### config.mk
export PLATFORM = sky130hd
export DESIGN_NAME = input_loader_flat
export DESIGN_NICKNAME = d
export VERILOG_FILES = /design/src/rtl/input_loader_pkg.sv /design/src/rtl/input_loader_if.sv /design/src/rtl/input_loader_lane_adder8.sv /design/src/rtl/input_loader.sv /design/src/flat_wrapper.sv
export SDC_FILE = /design/constraint.sdc
export NUM_CORES = 1
export LEC_CHECK = 0
export ABC_AREA = 1
export CAP_MARGIN = 15
export CORE_UTILIZATION = 51
export CTS_CLUSTER_DIAMETER = 150
export CTS_CLUSTER_SIZE = 25
export DETAILED_ROUTE_END_ITERATION = 7
export GPL_TIMING_DRIVEN = 0
export PLACE_DENSITY = 0.81
export SKIP_LAST_GASP = 1
export SLEW_MARGIN = 20
export SYNTH_ARGS = -nofsm -noshare
export SYNTH_HDL_FRONTEND = slang
export SYNTH_HIERARCHICAL = 1
export SYNTH_SLANG_ARGS = --single-unit
export TNS_END_PERCENT = 30
### constraint.sdc
create_clock -name clock -period 5.99 [get_ports clock]
set_input_delay 0.599 -clock clock [delete_from_list [all_inputs] [get_ports clock]]
set_output_delay 0.599 -clock clock [all_outputs]
set_load 0.005 [all_outputs]
### src/rtl/input_loader_pkg.sv
// Shared types for the input loader: FSM encoding, lane geometry and bus widths.
// Imported by the interface, the lane adder and the loader top.
package loader_pkg;

  localparam int LANE_W = 16;
  localparam int LANE_N = 8;
  localparam int WORD_W = LANE_W * LANE_N;
  localparam int ADDR_W = 16;

  typedef enum logic [1:0] {
    ST_IDLE  = 2'd0,
    ST_READ  = 2'd1,
    ST_DRAIN = 2'd2,
    ST_DONE  = 2'd3
  } state_e;

  typedef logic [LANE_W-1:0] lane_t;
  typedef logic [WORD_W-1:0] word_t;
  typedef logic [ADDR_W-1:0] addr_t;

endpackage

### src/rtl/input_loader_if.sv
// Control, input-memory read and scratchpad write signals of the input loader.
// master is the loader side; slave is the memory/scratchpad/controller side.
interface input_loader_if;
  import loader_pkg::*;

  logic  start;
  addr_t Input_MEMAddress;
  logic  Input_ReadEnable;
  word_t Input_MEMBus;
  logic  SP_WriteEnable;
  addr_t SP_WriteAddress;
  word_t SP_WriteBus;
  lane_t Checksum;
  logic  busy;
  logic  done;

  modport master (
    input  start,
    input  Input_MEMBus,
    output Input_MEMAddress,
    output Input_ReadEnable,
    output SP_WriteEnable,
    output SP_WriteAddress,
    output SP_WriteBus,
    output Checksum,
    output busy,
    output done
  );

  modport slave (
    output start,
    output Input_MEMBus,
    input  Input_MEMAddress,
    input  Input_ReadEnable,
    input  SP_WriteEnable,
    input  SP_WriteAddress,
    input  SP_WriteBus,
    input  Checksum,
    input  busy,
    input  done
  );

endinterface

### src/rtl/input_loader_lane_adder8.sv
// Combinational modulo-2^16 sum of the eight 16-bit lanes of one 128-bit word.
module lane_adder8
  import loader_pkg::*;
(
  input  word_t word,
  output lane_t sum
);

  // Lane accumulation; carries out of bit 15 are dropped on purpose.
  always_comb begin
    sum = {LANE_W{1'b0}};
    for (int i = 0; i < LANE_N; i++) begin
      sum = sum + word[i*LANE_W +: LANE_W];
    end
  end

endmodule

### src/rtl/input_loader.sv
// Streams NUM_WORDS 128-bit words from input memory into the scratchpad,
// keeping a 16-bit lane checksum of everything written during the run.
module input_loader
  import loader_pkg::*;
#(
  parameter logic [15:0] IN_BASE   = 16'h0000,
  parameter logic [15:0] SP_BASE   = 16'h0000,
  parameter logic [15:0] NUM_WORDS = 16'd64
) (
  input logic            clock,
  input logic            reset_n,
  input_loader_if.master bus
);

  state_e state_r;
  addr_t  rd_left_r;
  logic   drain_r;
  addr_t  rd_addr_r;
  logic   rd_en_r;
  logic   rd_vld_r;
  logic   wr_en_r;
  addr_t  wr_addr_r;
  addr_t  wr_ptr_r;
  word_t  wr_data_r;
  lane_t  checksum_r;
  logic   busy_r;
  logic   done_r;
  logic   accept_s;
  lane_t  lane_sum_s;

  lane_adder8 u_lane_adder8 (
    .word (wr_data_r),
    .sum  (lane_sum_s)
  );

  // A start is only honoured while idle.
  always_comb begin
    accept_s = 1'b0;
    if ((state_r == ST_IDLE) && bus.start) begin
      accept_s = 1'b1;
    end else begin
      accept_s = 1'b0;
    end
  end

  // Run sequencing: read issue, two-cycle drain, done pulse and checksum.
  always_ff @(posedge clock or negedge reset_n) begin
    if (!reset_n) begin
      state_r    <= ST_IDLE;
      rd_left_r  <= 16'h0000;
      drain_r    <= 1'b0;
      rd_addr_r  <= 16'h0000;
      rd_en_r    <= 1'b0;
      busy_r     <= 1'b0;
      done_r     <= 1'b0;
      checksum_r <= 16'h0000;
    end else begin
      case (state_r)
        ST_IDLE: begin
          done_r <= 1'b0;
          if (bus.start) begin
            busy_r <= 1'b1;
            if (NUM_WORDS == 16'd0) begin
              state_r <= ST_DONE;
              done_r  <= 1'b1;
            end else begin
              state_r   <= ST_READ;
              rd_en_r   <= 1'b1;
              rd_addr_r <= IN_BASE;
              rd_left_r <= NUM_WORDS - 16'd1;
            end
          end
        end
        ST_READ: begin
          if (rd_left_r == 16'd0) begin
            state_r <= ST_DRAIN;
            rd_en_r <= 1'b0;
            drain_r <= 1'b0;
          end else begin
            rd_addr_r <= rd_addr_r + 16'd1;
            rd_left_r <= rd_left_r - 16'd1;
          end
        end
        // Last read needs one cycle for memory latency and one for the write.
        ST_DRAIN: begin
          if (drain_r) begin
            state_r <= ST_DONE;
            done_r  <= 1'b1;
          end else begin
            drain_r <= 1'b1;
          end
        end
        ST_DONE: begin
          state_r <= ST_IDLE;
          done_r  <= 1'b0;
          busy_r  <= 1'b0;
        end
        default: begin
          state_r <= ST_IDLE;
          rd_en_r <= 1'b0;
          busy_r  <= 1'b0;
          done_r  <= 1'b0;
        end
      endcase

      if (accept_s) begin
        checksum_r <= 16'h0000;
      end else if (wr_en_r) begin
        checksum_r <= checksum_r + lane_sum_s;
      end
    end
  end

  // Write pipeline: capture read data one cycle after the strobe, write it next.
  always_ff @(posedge clock or negedge reset_n) begin
    if (!reset_n) begin
      rd_vld_r  <= 1'b0;
      wr_en_r   <= 1'b0;
      wr_ptr_r  <= 16'h0000;
      wr_addr_r <= 16'h0000;
      wr_data_r <= {WORD_W{1'b0}};
    end else begin
      rd_vld_r <= rd_en_r;
      wr_en_r  <= rd_vld_r;
      if (accept_s) begin
        wr_ptr_r <= SP_BASE;
      end else if (rd_vld_r) begin
        wr_ptr_r <= wr_ptr_r + 16'd1;
      end
      if (rd_vld_r) begin
        wr_addr_r <= wr_ptr_r;
        wr_data_r <= bus.Input_MEMBus;
      end
    end
  end

  assign bus.Input_MEMAddress = rd_addr_r;
  assign bus.Input_ReadEnable = rd_en_r;
  assign bus.SP_WriteEnable   = wr_en_r;
  assign bus.SP_WriteAddress  = wr_addr_r;
  assign bus.SP_WriteBus      = wr_data_r;
  assign bus.Checksum         = checksum_r;
  assign bus.busy             = busy_r;
  assign bus.done             = done_r;

endmodule
### src/flat_wrapper.sv
// flat-port wrapper written by rule: the top's interface ports become plain ports
module input_loader_flat import loader_pkg::*;
#(
  parameter logic [15:0] IN_BASE   = 16'h0000,
  parameter logic [15:0] SP_BASE   = 16'h0000,
  parameter logic [15:0] NUM_WORDS = 16'd64
)
  (clock, reset_n, bus_start, bus_Input_MEMBus, bus_Input_MEMAddress, bus_Input_ReadEnable, bus_SP_WriteEnable, bus_SP_WriteAddress, bus_SP_WriteBus, bus_Checksum, bus_busy, bus_done);
  input_loader_if bus_i ();
  input logic clock;
  input logic reset_n;
  input wire logic [$bits(bus_i.start)-1:0] bus_start;
  input wire logic [$bits(bus_i.Input_MEMBus)-1:0] bus_Input_MEMBus;
  output wire logic [$bits(bus_i.Input_MEMAddress)-1:0] bus_Input_MEMAddress;
  output wire logic [$bits(bus_i.Input_ReadEnable)-1:0] bus_Input_ReadEnable;
  output wire logic [$bits(bus_i.SP_WriteEnable)-1:0] bus_SP_WriteEnable;
  output wire logic [$bits(bus_i.SP_WriteAddress)-1:0] bus_SP_WriteAddress;
  output wire logic [$bits(bus_i.SP_WriteBus)-1:0] bus_SP_WriteBus;
  output wire logic [$bits(bus_i.Checksum)-1:0] bus_Checksum;
  output wire logic [$bits(bus_i.busy)-1:0] bus_busy;
  output wire logic [$bits(bus_i.done)-1:0] bus_done;
  assign bus_i.start = bus_start;
  assign bus_i.Input_MEMBus = bus_Input_MEMBus;
  assign bus_Input_MEMAddress = bus_i.Input_MEMAddress;
  assign bus_Input_ReadEnable = bus_i.Input_ReadEnable;
  assign bus_SP_WriteEnable = bus_i.SP_WriteEnable;
  assign bus_SP_WriteAddress = bus_i.SP_WriteAddress;
  assign bus_SP_WriteBus = bus_i.SP_WriteBus;
  assign bus_Checksum = bus_i.Checksum;
  assign bus_busy = bus_i.busy;
  assign bus_done = bus_i.done;
  input_loader #(.IN_BASE(IN_BASE), .SP_BASE(SP_BASE), .NUM_WORDS(NUM_WORDS)) u_core (.clock(clock), .reset_n(reset_n), .bus(bus_i));
endmodule
==> results of run 1 <==
-- critical path, delay by kind of cell (launching register included) --
family,cells,cell delay [ns]
compound gates,3,0.52
buf+inv,6,0.44
flops,1,0.49
simple gates,6,0.51
xor+xnor,1,0.24
fa+ha+maj,7,2.94
-- synth_stat cells (4+ instances only) --
cell	count
nor2_2	13
ha_1	39
nand3_1	80
nor2_1	62
inv_1	282
inv_2	8
buf_2	11
nor3_1	15
xnor2_1	9
o21ai_2	18
fa_1	88
nand2_1	684
clkbuf_1	22
nand2_2	6
xor2_1	12
dfrtp_1	216
a21oi_1	29
buf_4	4
a21o_1	4
nand4_1	12
o21ai_1	14
o21ai_0	26
-- routing by layer --
layer,vias up,GRT usage,share of wire
li1,5743,-,-
met1,5897,0.411,0.41
met2,462,0.510,0.48
met3,99,0.0547,0.069
met4,4,0.130,0.043
met5,-,0,0.00064
-- cell type report --
cell class	count	area [sq um]
diodes	3	7.51
multi-input cells	1145	6760
well taps	335	419
fillers	2173	8570
clock buffers	13	325
clock inverters	1	11.3
plain buffers	44	244
inverters	290	1090
repair buffers	312	3160
flip-flops and latches	216	5410
-- path summary, 6_finish.rpt --
kind	slack [ns]	end	cells after the start
setup / recovery	0.73	u_core/bus.Checksum[15]	23
hold / removal	0.03	u_core/bus.Checksum[10]	1
setup reg to reg	0.73	u_core/bus.Checksum[15]	23
hold reg to reg	0.41	u_core/bus.SP_WriteEnable	0
max in group asynchronous	5.09	u_core/bus.SP_WriteBus[13]	2
min in group clock	0.41	u_core/bus.SP_WriteEnable	0
-- metrics by stage --
stage          instance area [sq um]  TNS [ns]
2_1_floorplan                  13500         0
3_3_place_gp                   17000  -1086.19
3_5_place_dp                   17100         0
4_1_cts                        17400         0
5_1_grt                        17400         0
6_report                       17400         0
-- registers in the layout, indices dropped and copies added (netlist names), 2 cells and up --
name / count
u_core/bus.Input_MEMAddress: 16
u_core/bus.Checksum: 16
u_core/state_r: 2
u_core/rd_left_r: 16
u_core/bus.SP_WriteBus: 128
u_core/wr_ptr_r: 16
u_core/bus.SP_WriteAddress: 16
-- kinds of logic after synthesis --
kind of cell / Yosys count / share of synthesized area
simple gates: 886 / 0.269
buf+inv: 334 / 0.0988
flops: 216 / 0.401
fa+ha+maj: 127 / 0.167
compound gates: 111 / 0.0517
xor+xnor: 21 / 0.0136
==> summary.txt, run 1 <==
Setup path
  • CP max FO: 5
  • Kind of critical path: reg -> reg
  • Reg2reg start: u_core/bus.SP_WriteBus[66]
  • CP Launch Point: u_core/bus.SP_WriteBus[66]
  • Critical path, cell by cell: inv_1, fa_1, inv_1, fa_1, fa_1, inv_1, fa_1, inv_1, ha_1, inv_1, fa_1, o21ai_2, a21oi_1, xnor2_1, ha_1, nand2_1, inv_1, nand2_1, nand2_1, a21oi_1, nand3_1, nand3_1, nand2_1
  • Slowest stage cell, crit path: fa_1
  • Arr. time, crit path: 5.64 ns
  • Critical path endpoint category: flop
  • CP most frequent cell: inv_1
  • CP max stage delay: 0.58 ns
  • Crit path required time: 6.38 ns
  • Startpoint types: flop

Floorplan
  • Die Span X: 165 um
  • Starting Density: 0.519
  • FP Rows: 59
  • Die Y: 165 um
  • # IOs: 311
  • Core area: 26000 sq um
  • DIE AREA: 27100 sq um

Logic synthesis
  • Cells after Synth: 1695
  • Top cell type's share of synthesized area: 0.401
  • FF+latch count, synth: 216
  • Library cells used by synthesis: 45
  • EDFF count, synth: 0
  • Leading area contributor after synthesis: dfrtp_1
  • Syn Std Cell Area: 13500 sq um
  • Synth warnings: 6
  • Top_reg_cell synth: dfrtp_1
  • Sequential share of the synthesized area: 0.401
  • Syn Nets: 1953
  • Syn avg cell area: 7.96 sq um
  • Async S/R FF share, synth: 1.00
  • Top post-synthesis cells by area: dfrtp_1 40%, nand2_1 19%, fa_1 13%, inv_1 7.8%, ha_1 3.6%

Placement
  • Routability cong.: 0.936
  • Dpl ws: 0.780 ns
  • DP HPWL: 33000 um
  • # port buffers: 310
  • Placed insts: 2342

Detailed routing
  • Via count: 12205
  • First-iteration detailed-routing DRC count: 1090
  • Post-route ant nets: 0
  • DRT Pass-1 Iters: 5
  • Post-DR wirelength/cell: 17.8 um
  • DRT Wirelength: 41900 um
  • # DRC: 0
  • Via density: 5.17

STA
  • Final critical-path share of the clock period: 0.877
  • Worst rel slew slack: 0.419
  • RSZ-0062 raised after global routing: no
  • Final setup margin: 0.734 ns
  • Hold Fails Final Rpt: 0
  • Final critical path time including I/O delays and setup: 5.26 ns
  • WHS: 0.0261 ns
  • Setup-failing EPs final: 0
  • F_max: 0.190 GHz
  • Clock skew: 0.0216 ns
  • Worst-margin pin slew: 0.872 ns
  • Slew Limit Fails: 0

Clock tree
  • Number of CTS-inserted buffers: 12
  • PostCTS Resize Cnt: 0
  • Skew-Pair Late Insertion Delay: 0.49 ns
  • Postcts setup bufs: 0
  • H-Tree Depth: 1
  • CTS tree: built
  • Clock slew at reported path FFs: 0.10 ns
  • Clk root buf: clkbuf_16
  • # clock sinks: 216
  • CTS max path bufs: 3
  • Hold_buf cts: 0

GRT
  • Congestion Overflow GR: 0
  • Vias in the first global route: 11756
  • Largest net degree at the start of global routing: 96
  • Overall Global Routing Usage: 0.312
  • Initial antenna violation count: 3
  • First-pass GRT wire length: 63600 um

Cells and area
  • Nets@finish: 2279
  • Layout cells sized above 1: 0.0480
  • Most frequent cells in the layout: 684 x nand2_1, 309 x clkdlybuf4s50_1, 282 x inv_1
  • Most common cell after layout, fill and taps aside: nand2_1
  • Area growth, synth to finish: 29.1%
  • Non-Filler Instances: 2359
  • Final Core Density: 0.670

Run
  • Max-Cap Viols: 0

Run status
  • Status: completed

Worst hold path
  • Hold Crit Class: in -> async
Power of run 1 is not shown: default switching activity piles up to over one toggle a cycle in this logic, so the estimate is an artifact.
==> run 2, diff against run 1 <==
--- a/config.mk
+++ b/config.mk
@@ -7,12 +7,14 @@
 export LEC_CHECK = 0
 export ABC_AREA = 1
 export CAP_MARGIN = 15
+export CORE_MARGIN = 2
 export CORE_UTILIZATION = 51
 export CTS_CLUSTER_DIAMETER = 150
 export CTS_CLUSTER_SIZE = 25
 export DETAILED_ROUTE_END_ITERATION = 7
 export GPL_TIMING_DRIVEN = 0
-export PLACE_DENSITY = 0.81
+export HOLD_SLACK_MARGIN = 0.03
+export PLACE_DENSITY = 0.89
 export SKIP_LAST_GASP = 1
 export SLEW_MARGIN = 20
 export SYNTH_ARGS = -nofsm -noshare
==> summary.txt, run 2 (same netlist as run 1, synthesis figures left out) <==
Detailed routing
  • Post-DR wirelength/cell: 18.2 um (+2.5%)
  • Post-route ant nets: 0 (unchanged)
  • # DRC: 0 (unchanged)
  • Via density: 5.26 (+1.8%)
  • DRT Wirelength: 43000 um (+2.6%)
  • First-iteration detailed-routing DRC count: 1098 (+0.73%)
  • DRT Pass-1 Iters: 7 (+2)
  • Via count: 12435 (+1.9%)

Setup path
  • Critical path endpoint category: flop
  • CP Launch Point: u_core/bus.SP_WriteBus[52]
  • CP max FO: 5 (unchanged)
  • Reg2reg start: u_core/bus.SP_WriteBus[52]
  • End of the worst register-to-register path: u_core/bus.Checksum[13]
  • Startpoint types: flop
  • Arr. time, crit path: 5.51 ns (-0.13 ns)
  • Kind of critical path: reg -> reg
  • Setup crit end: u_core/bus.Checksum[13]
  • Crit path required time: 6.37 ns (about the same)
  • Reg2reg path depth: 26 (+13%)
  • R2R setup slack: 0.86 ns (+0.12 ns)

Floorplan
  • Core area: 26000 sq um (unchanged)
  • Die Span X: 167 um (+1.2%)
  • Starting Density: 0.519 (unchanged)
  • DIE AREA: 27800 sq um (+2.4%)
  • Die Y: 167 um (+1.2%)
  • # IOs: 311 (unchanged)
  • FP Rows: 59 (unchanged)

Placement
  • # port buffers: 310 (unchanged)
  • DP HPWL: 33900 um (+2.6%)
  • Routability cong.: 0.951 (+1.6%)

Clock tree
  • # clock sinks: 216 (unchanged)
  • Postcts setup bufs: 0 (unchanged)
  • Clock slew at reported path FFs: 0.10 ns (about the same)
  • Hold_buf cts: 1 (+1)
  • Skew-Pair Late Insertion Delay: 0.48 ns (about the same)
  • Clk root buf: clkbuf_16
  • H-Tree Depth: 1 (unchanged)
  • CTS tree: built
  • Number of CTS-inserted buffers: 12 (unchanged)
  • CTS max path bufs: 3 (unchanged)
  • PostCTS Resize Cnt: 0 (unchanged)

GRT
  • Congestion Overflow GR: 0 (unchanged)
  • First-pass GRT wire length: 66700 um (+4.8%)
  • Vias in the first global route: 12365 (+5.2%)
  • Overall Global Routing Usage: 0.307 (-0.00572)
  • Largest net degree at the start of global routing: 99 (+3.1%)
  • Initial antenna violation count: 6 (+3)

Cells and area
  • Layout cells sized above 1: 0.0480 (about the same)
  • Most frequent cells in the layout: 684 x nand2_1, 309 x clkdlybuf4s50_1, 282 x inv_1
  • Nets@finish: 2280 (+0.044%)
  • Area growth, synth to finish: 29.2% (about the same)
  • Most common cell after layout, fill and taps aside: nand2_1
  • Number of fill cells: 2097 (-3.5%)
  • Max reg flops: 128 (unchanged)

STA
  • Final critical path time including I/O delays and setup: 5.13 ns (-0.124 ns)
  • Clock skew: 0.0171 ns (-0.00447 ns)
  • Fin Setup TNS: 0 ns (unchanged)
  • Worst-margin pin slew: 0.898 ns (+0.0258 ns)
  • Final critical-path share of the clock period: 0.857 (-0.0207)
  • F_max: 0.195 GHz (+2.4%)
  • Setup-failing EPs final: 0 (unchanged)
  • Worst rel slew slack: 0.401 (-0.0172)
  • Hold Fails Final Rpt: 0 (unchanged)
  • RSZ-0062 raised after global routing: no
  • Slew Limit Fails: 0 (unchanged)

Run status
  • Status: completed

Run
  • Max-Cap Viols: 0 (unchanged)

Worst hold path
  • Hold Crit Class: reg -> reg
## run 2: cell count changes in the layout (fill, tap and decap cells not counted)
cell,delta
dlygate4sd3_1,+1
diode_2,+2
## run 2: worst min-delay path by stage
stage / startpoint / endpoint / slack (ns) / depth (start not counted)
global route: u_core/rd_vld_r / u_core/bus.SP_WriteEnable / 0.43 / 0
CTS: u_core/rd_vld_r / u_core/bus.SP_WriteEnable / 0.40 / 0
finish: u_core/rd_vld_r / u_core/bus.SP_WriteEnable / 0.40 / 0
floorplan: reset_n / u_core/bus.Checksum[0] / 0.30 / 0
detailed placement: u_core/rd_vld_r / u_core/bus.SP_WriteEnable / 0.38 / 0
global placement: u_core/rd_vld_r / u_core/bus.SP_WriteEnable / 0.36 / 0
## run 2: routing by layer
layer	part of all wire	up-vias	wire, um	global-route usage
met2	0.48	598	20600	0.508
met3	0.090	120	3860	0.0618
met1	0.39	5954	16600	0.401
li1	-	5761	-	-
met5	0.00030	-	13	0
met4	0.045	2	1940	0.115
## run 2: area by class of cell
cell class | instances | area [sq um] | area share
clock inverter | 1 | 11.3 | 0.000646
timing repair buffer | 313 | 3170 | 0.182
multi-input combinational | 1145 | 6760 | 0.387
buffer | 44 | 244 | 0.0140
clock buffer | 13 | 325 | 0.0187
antenna | 5 | 12.5 | 0.000718
tap | 335 | 419 | 0.0240
sequential | 216 | 5410 | 0.310
inverter | 290 | 1090 | 0.0624
## run 2: critical path, cell delays in order, from the launching register on
cell      delay (ns)
dfrtp_1         0.43
inv_1           0.08
fa_1            0.55
inv_1           0.07
fa_1            0.51
fa_1            0.54
inv_1           0.06
fa_1            0.47
inv_1           0.05
ha_1            0.36
a21oi_2         0.21
nand2_2         0.09
nand2_1         0.08
o211ai_2        0.12
nand2_2         0.10
nand3_1         0.06
nand2_1         0.06
nand2_1         0.08
ha_1            0.35
nand2_1         0.17
inv_1           0.06
nand2_1         0.06
nand2_1         0.05
a21oi_1         0.18
nand3_1         0.10
nand3_1         0.10
nand2_1         0.05
## run 2: per-stage QoR
step                 util  hold slack [ns]  cells  worst slack, ns  cell area, sq um
floorplan               -            0.303   1695             1.35             13500
global route        0.671            0.428   2362            0.541             17400
finish              0.671            0.400   2362            0.858             17400
detailed placement  0.657            0.375   2342            0.907             17100
global placement    0.655            0.362   2340            -4.91             17000
CTS                 0.670            0.398   2357            0.884             17400
Power of run 2 is left out for the same reason.
==> run 3, diff against run 2 <==
--- a/config.mk
+++ b/config.mk
@@ -5,7 +5,7 @@
 export SDC_FILE = /design/constraint.sdc
 export NUM_CORES = 1
 export LEC_CHECK = 0
-export ABC_AREA = 1
+export ABC_AREA = 0
 export CAP_MARGIN = 15
 export CORE_MARGIN = 2
 export CORE_UTILIZATION = 51
@@ -14,7 +14,8 @@
 export DETAILED_ROUTE_END_ITERATION = 7
 export GPL_TIMING_DRIVEN = 0
 export HOLD_SLACK_MARGIN = 0.03
-export PLACE_DENSITY = 0.89
+export MAX_ROUTING_LAYER = met4
+export PLACE_DENSITY = 0.9
 export SKIP_LAST_GASP = 1
 export SLEW_MARGIN = 20
 export SYNTH_ARGS = -nofsm -noshare
==> summary.txt, run 3 <==
Power
  • Switching Share: 0.441
  • P_leak: 7.62 nW
  • Internal cell power: 0.00503 W
  • Sequential power share: 0.212
  • Clock share of power: 0.097
  • PwrDens: 541 nW/um^2
  • Sw Pwr: 0.00396 W
  • Worst IR drop on VDD: 0.534 mV
  • Combinational Power Share: 0.691

Logic synthesis
  • Sequential share of the synthesized area: 0.426 (+0.0259)
  • Post-synthesis adder-cell area fraction: 0.177 (+0.0108)
  • Main combinational cell family by area after synthesis: adder cells
  • Leading area contributor after synthesis: dfrtp_1
  • Top_reg_cell synth: dfrtp_1
  • Library cells used by synthesis: 65 (+44%)
  • Post-Synth XOR/XNOR Area: 0.0470 (+0.0334)
  • Synth warnings: 6 (unchanged)
  • Syn Std Cell Area: 12700 sq um (-6.1%)
  • Mux contribution to synthesized area: 0.137 (+0.137)
  • EDFF count, synth: 0 (unchanged)
  • Syn avg cell area: 11.5 sq um (+44%)
  • FF+latch count, synth: 216 (unchanged)
  • Top cell type's share of synthesized area: 0.426 (+0.0259)
  • Most common cell in the synthesized netlist: dfrtp_1
  • Top post-synthesis cells by area: dfrtp_1 43%, fa_1 14%, mux2_2 13%, inv_1 5.6%, ha_1 3.8%
  • Commonest cells post-synth: 216 x dfrtp_1, 190 x inv_1, 146 x mux2_2
  • Synth Area in Compound Gates: 0.0545 (+0.00275)
  • Async S/R FF share, synth: 1.00 (unchanged)
  • Syn Nets: 1364 (-30%)
  • Cells after Synth: 1106 (-35%)
  • Synth Area in Simple Gates: 0.0896 (-0.179)

Floorplan
  • DIE AREA: 26100 sq um (-5.9%)
  • Starting Density: 0.520 (about the same)
  • # IOs: 311 (unchanged)
  • FP Rows: 57 (-3.4%)
  • Die Span X: 162 um (-3.0%)
  • Die Y: 162 um (-3.0%)
  • Core area: 24400 sq um (-6.1%)

Detailed routing
  • Post-DR wirelength/cell: 19.3 um (+6.3%)
  • Via count: 9333 (-25%)
  • Post-route ant nets: 0 (unchanged)
  • # DRC: 0 (unchanged)
  • DRT Wirelength: 34000 um (-21%)
  • Via density: 5.31 (+0.84%)
  • DRT Pass-1 Iters: 5 (-2)
  • First-iteration detailed-routing DRC count: 490 (-55%)

Clock tree
  • # clock sinks: 216 (unchanged)
  • H-Tree Depth: 1 (unchanged)
  • Clock slew at reported path FFs: 0.10 ns (about the same)
  • Skew-Pair Late Insertion Delay: 0.47 ns (about the same)
  • Clk root buf: clkbuf_16
  • Postcts setup bufs: 0 (unchanged)
  • CTS tree: built
  • CTS max path bufs: 3 (unchanged)
  • Number of CTS-inserted buffers: 12 (unchanged)

Cells and area
  • Max reg flops: 128 (unchanged)
  • Nets@finish: 1691 (-26%)
  • Area growth, synth to finish: 31.0%
  • Most common cell after layout, fill and taps aside: clkdlybuf4s50_1
  • Layout cells sized above 1: 0.131 (+0.0832)
  • Non-Filler Instances: 1758 (-26%)
  • Most frequent cells in the layout: 309 x clkdlybuf4s50_1, 216 x dfrtp_1, 190 x inv_1
  • Final Core Density: 0.681 (+0.00984)
  • Number of fill cells: 1730 (-18%)

GRT
  • Largest net degree at the start of global routing: 97 (-2.0%)
  • Vias in the first global route: 9830 (-21%)
  • Overall Global Routing Usage: 0.266 (-0.0406)
  • Congestion Overflow GR: 0 (unchanged)
  • Initial antenna violation count: 0 (-6)
  • First-pass GRT wire length: 52600 um (-21%)

Setup path
  • Startpoint types: flop
  • Critical path endpoint category: flop
  • Kind of critical path: reg -> reg
  • CP max FO: 4 (-1)
  • Arr. time, crit path: 6.08 ns (+0.57 ns)
  • Crit path required time: 6.36 ns (about the same)

Placement
  • DP HPWL: 26200 um (-23%)
  • # port buffers: 310 (unchanged)
  • Placed insts: 1742 (-26%)
  • Routability cong.: 0.893 (-6.1%)

STA
  • Worst-margin pin slew: 1.12 ns (+0.221 ns)
  • Slew Limit Fails: 0 (unchanged)
  • Final critical-path share of the clock period: 0.953 (+0.0962)
  • Final critical path time including I/O delays and setup: 5.71 ns (+0.576 ns)
  • RSZ-0062 raised after global routing: yes
  • F_max: 0.175 GHz (-10%)
  • Hold Fails Final Rpt: 0 (unchanged)
  • Setup-failing EPs final: 0 (unchanged)
  • Clock skew: 0.0144 ns (-0.00268 ns)
  • Worst rel slew slack: 0.254 (-0.147)

Worst hold path
  • Hold Crit Class: reg -> reg

Run
  • Max-Cap Viols: 0 (unchanged)

Run status
  • Status: completed
[run 3: changes by cell type after synthesis, moves of 9 or more]
cell	delta
nor2_2	-13
inv_1	-92
nand2_1	-655
xor2_1	+20
nand4_1	+10
xnor2_1	+27
mux2i_1	+9
nand3_1	-55
nor2_1	+9
o21ai_2	-18
o21ai_1	-11
mux2_2	+146
buf_2	-11
[run 3: cell families (layout without fill, tap and decap cells)]
group / count (synthesis) / in the layout
other: 0 / 1
buffers and inverters: 224 / 551
AOI/OAI and AO/OA: 101 / 101
and+or+nand+nor: 215 / 215
adders and majority gates: 127 / 127
DFF: 216 / 216
muxes: 155 / 155
xor gates and xnor gates: 68 / 68
[run 3: worst max-delay path, stage by stage (launching register included)]
cell and delay [ns]:
dfrtp_1 0.41, inv_1 0.09, fa_1 0.46, fa_1 0.50, inv_1 0.07, fa_1 0.54
inv_1 0.05, fa_1 0.43, inv_1 0.08, ha_1 0.18, inv_1 0.07, fa_1 0.46
nor2b_1 0.13, o21ai_1 0.09, a21boi_2 0.21, o22ai_2 0.15, o21bai_1 0.17, xor2_1 0.10
ha_1 0.25, a2111oi_1 0.38, a21oi_1 0.17, or3b_2 0.49, o2111a_1 0.12
[run 3: power by group through the flow]
stage | sequential (W) | clock (W) | combinational, W
2_1_floorplan | 0.00189 | 0 | 0.00461
3_3_place_gp | 0.00192 | 0 | 0.00582
3_5_place_dp | 0.00193 | 0 | 0.00606
4_1_cts | 0.00190 | 0.000898 | 0.00610
5_1_grt | 0.00193 | 0.000957 | 0.00690
6_report | 0.00190 | 0.000875 | 0.00621
[run 3: layout make-up]
cell class,count,area (sq um),share of cell area
antenna,1,2.50,0.000151
timing repair buffer,313,3170,0.191
sequential,216,5410,0.326
buffer,34,150,0.00904
clock buffer,13,325,0.0196
clock inverter,1,11.3,0.000678
multi-input combinational,666,6420,0.387
tap,324,405,0.0244
inverter,190,713,0.0430
[run 3: routing by layer]
metal / track usage / part of all wire / vias to the layer above
met5: - / 0 / -
met4: 0.0652 / 0.023 / 0
met3: 0.0488 / 0.062 / 49
met2: 0.461 / 0.51 / 324
met1: 0.325 / 0.40 / 4689
li1: - / - / 4271
[run 3: path summary, 6_finish.rpt]
path	from	end	slack, ns	cells after the start
worst max-delay path	u_core/bus.SP_WriteBus[49]	u_core/bus.Checksum[12]	0.28	22
worst min-delay path	u_core/rd_vld_r	u_core/bus.SP_WriteEnable	0.39	0
worst max register to register	u_core/bus.SP_WriteBus[49]	u_core/bus.Checksum[12]	0.28	22
worst min register to register	u_core/rd_vld_r	u_core/bus.SP_WriteEnable	0.39	0
max in group asynchronous	reset_n	u_core/bus.SP_WriteBus[9]	4.65	3
min in group asynchronous	reset_n	u_core/wr_ptr_r[9]	0.56	2
[run 3: what timing repair did]
action | CTS | global route
endpoints found under the hold margin | 30 | 0
gates resized for setup | 0 | 5
setup endpoints to repair | 0 | 3
hold buffers | 1 | 0
[run 3: stage by stage]
step / TNS [ns] / hold WS, ns / instance area, sq um / setup WS, ns / power [W]
floorplan: 0 / 0.303 / 12700 / 0.767 / 0.00651
global placement: -1046.28 / 0.361 / 16200 / -4.87 / 0.00774
detailed placement: 0 / 0.370 / 16200 / 0.163 / 0.00799
CTS: 0 / 0.390 / 16600 / 0.116 / 0.00890
global route: -0.0381 / 0.407 / 16600 / -0.0381 / 0.00978
finish: 0 / 0.389 / 16600 / 0.282 / 0.00899
Power figures use the tool's default switching activity.
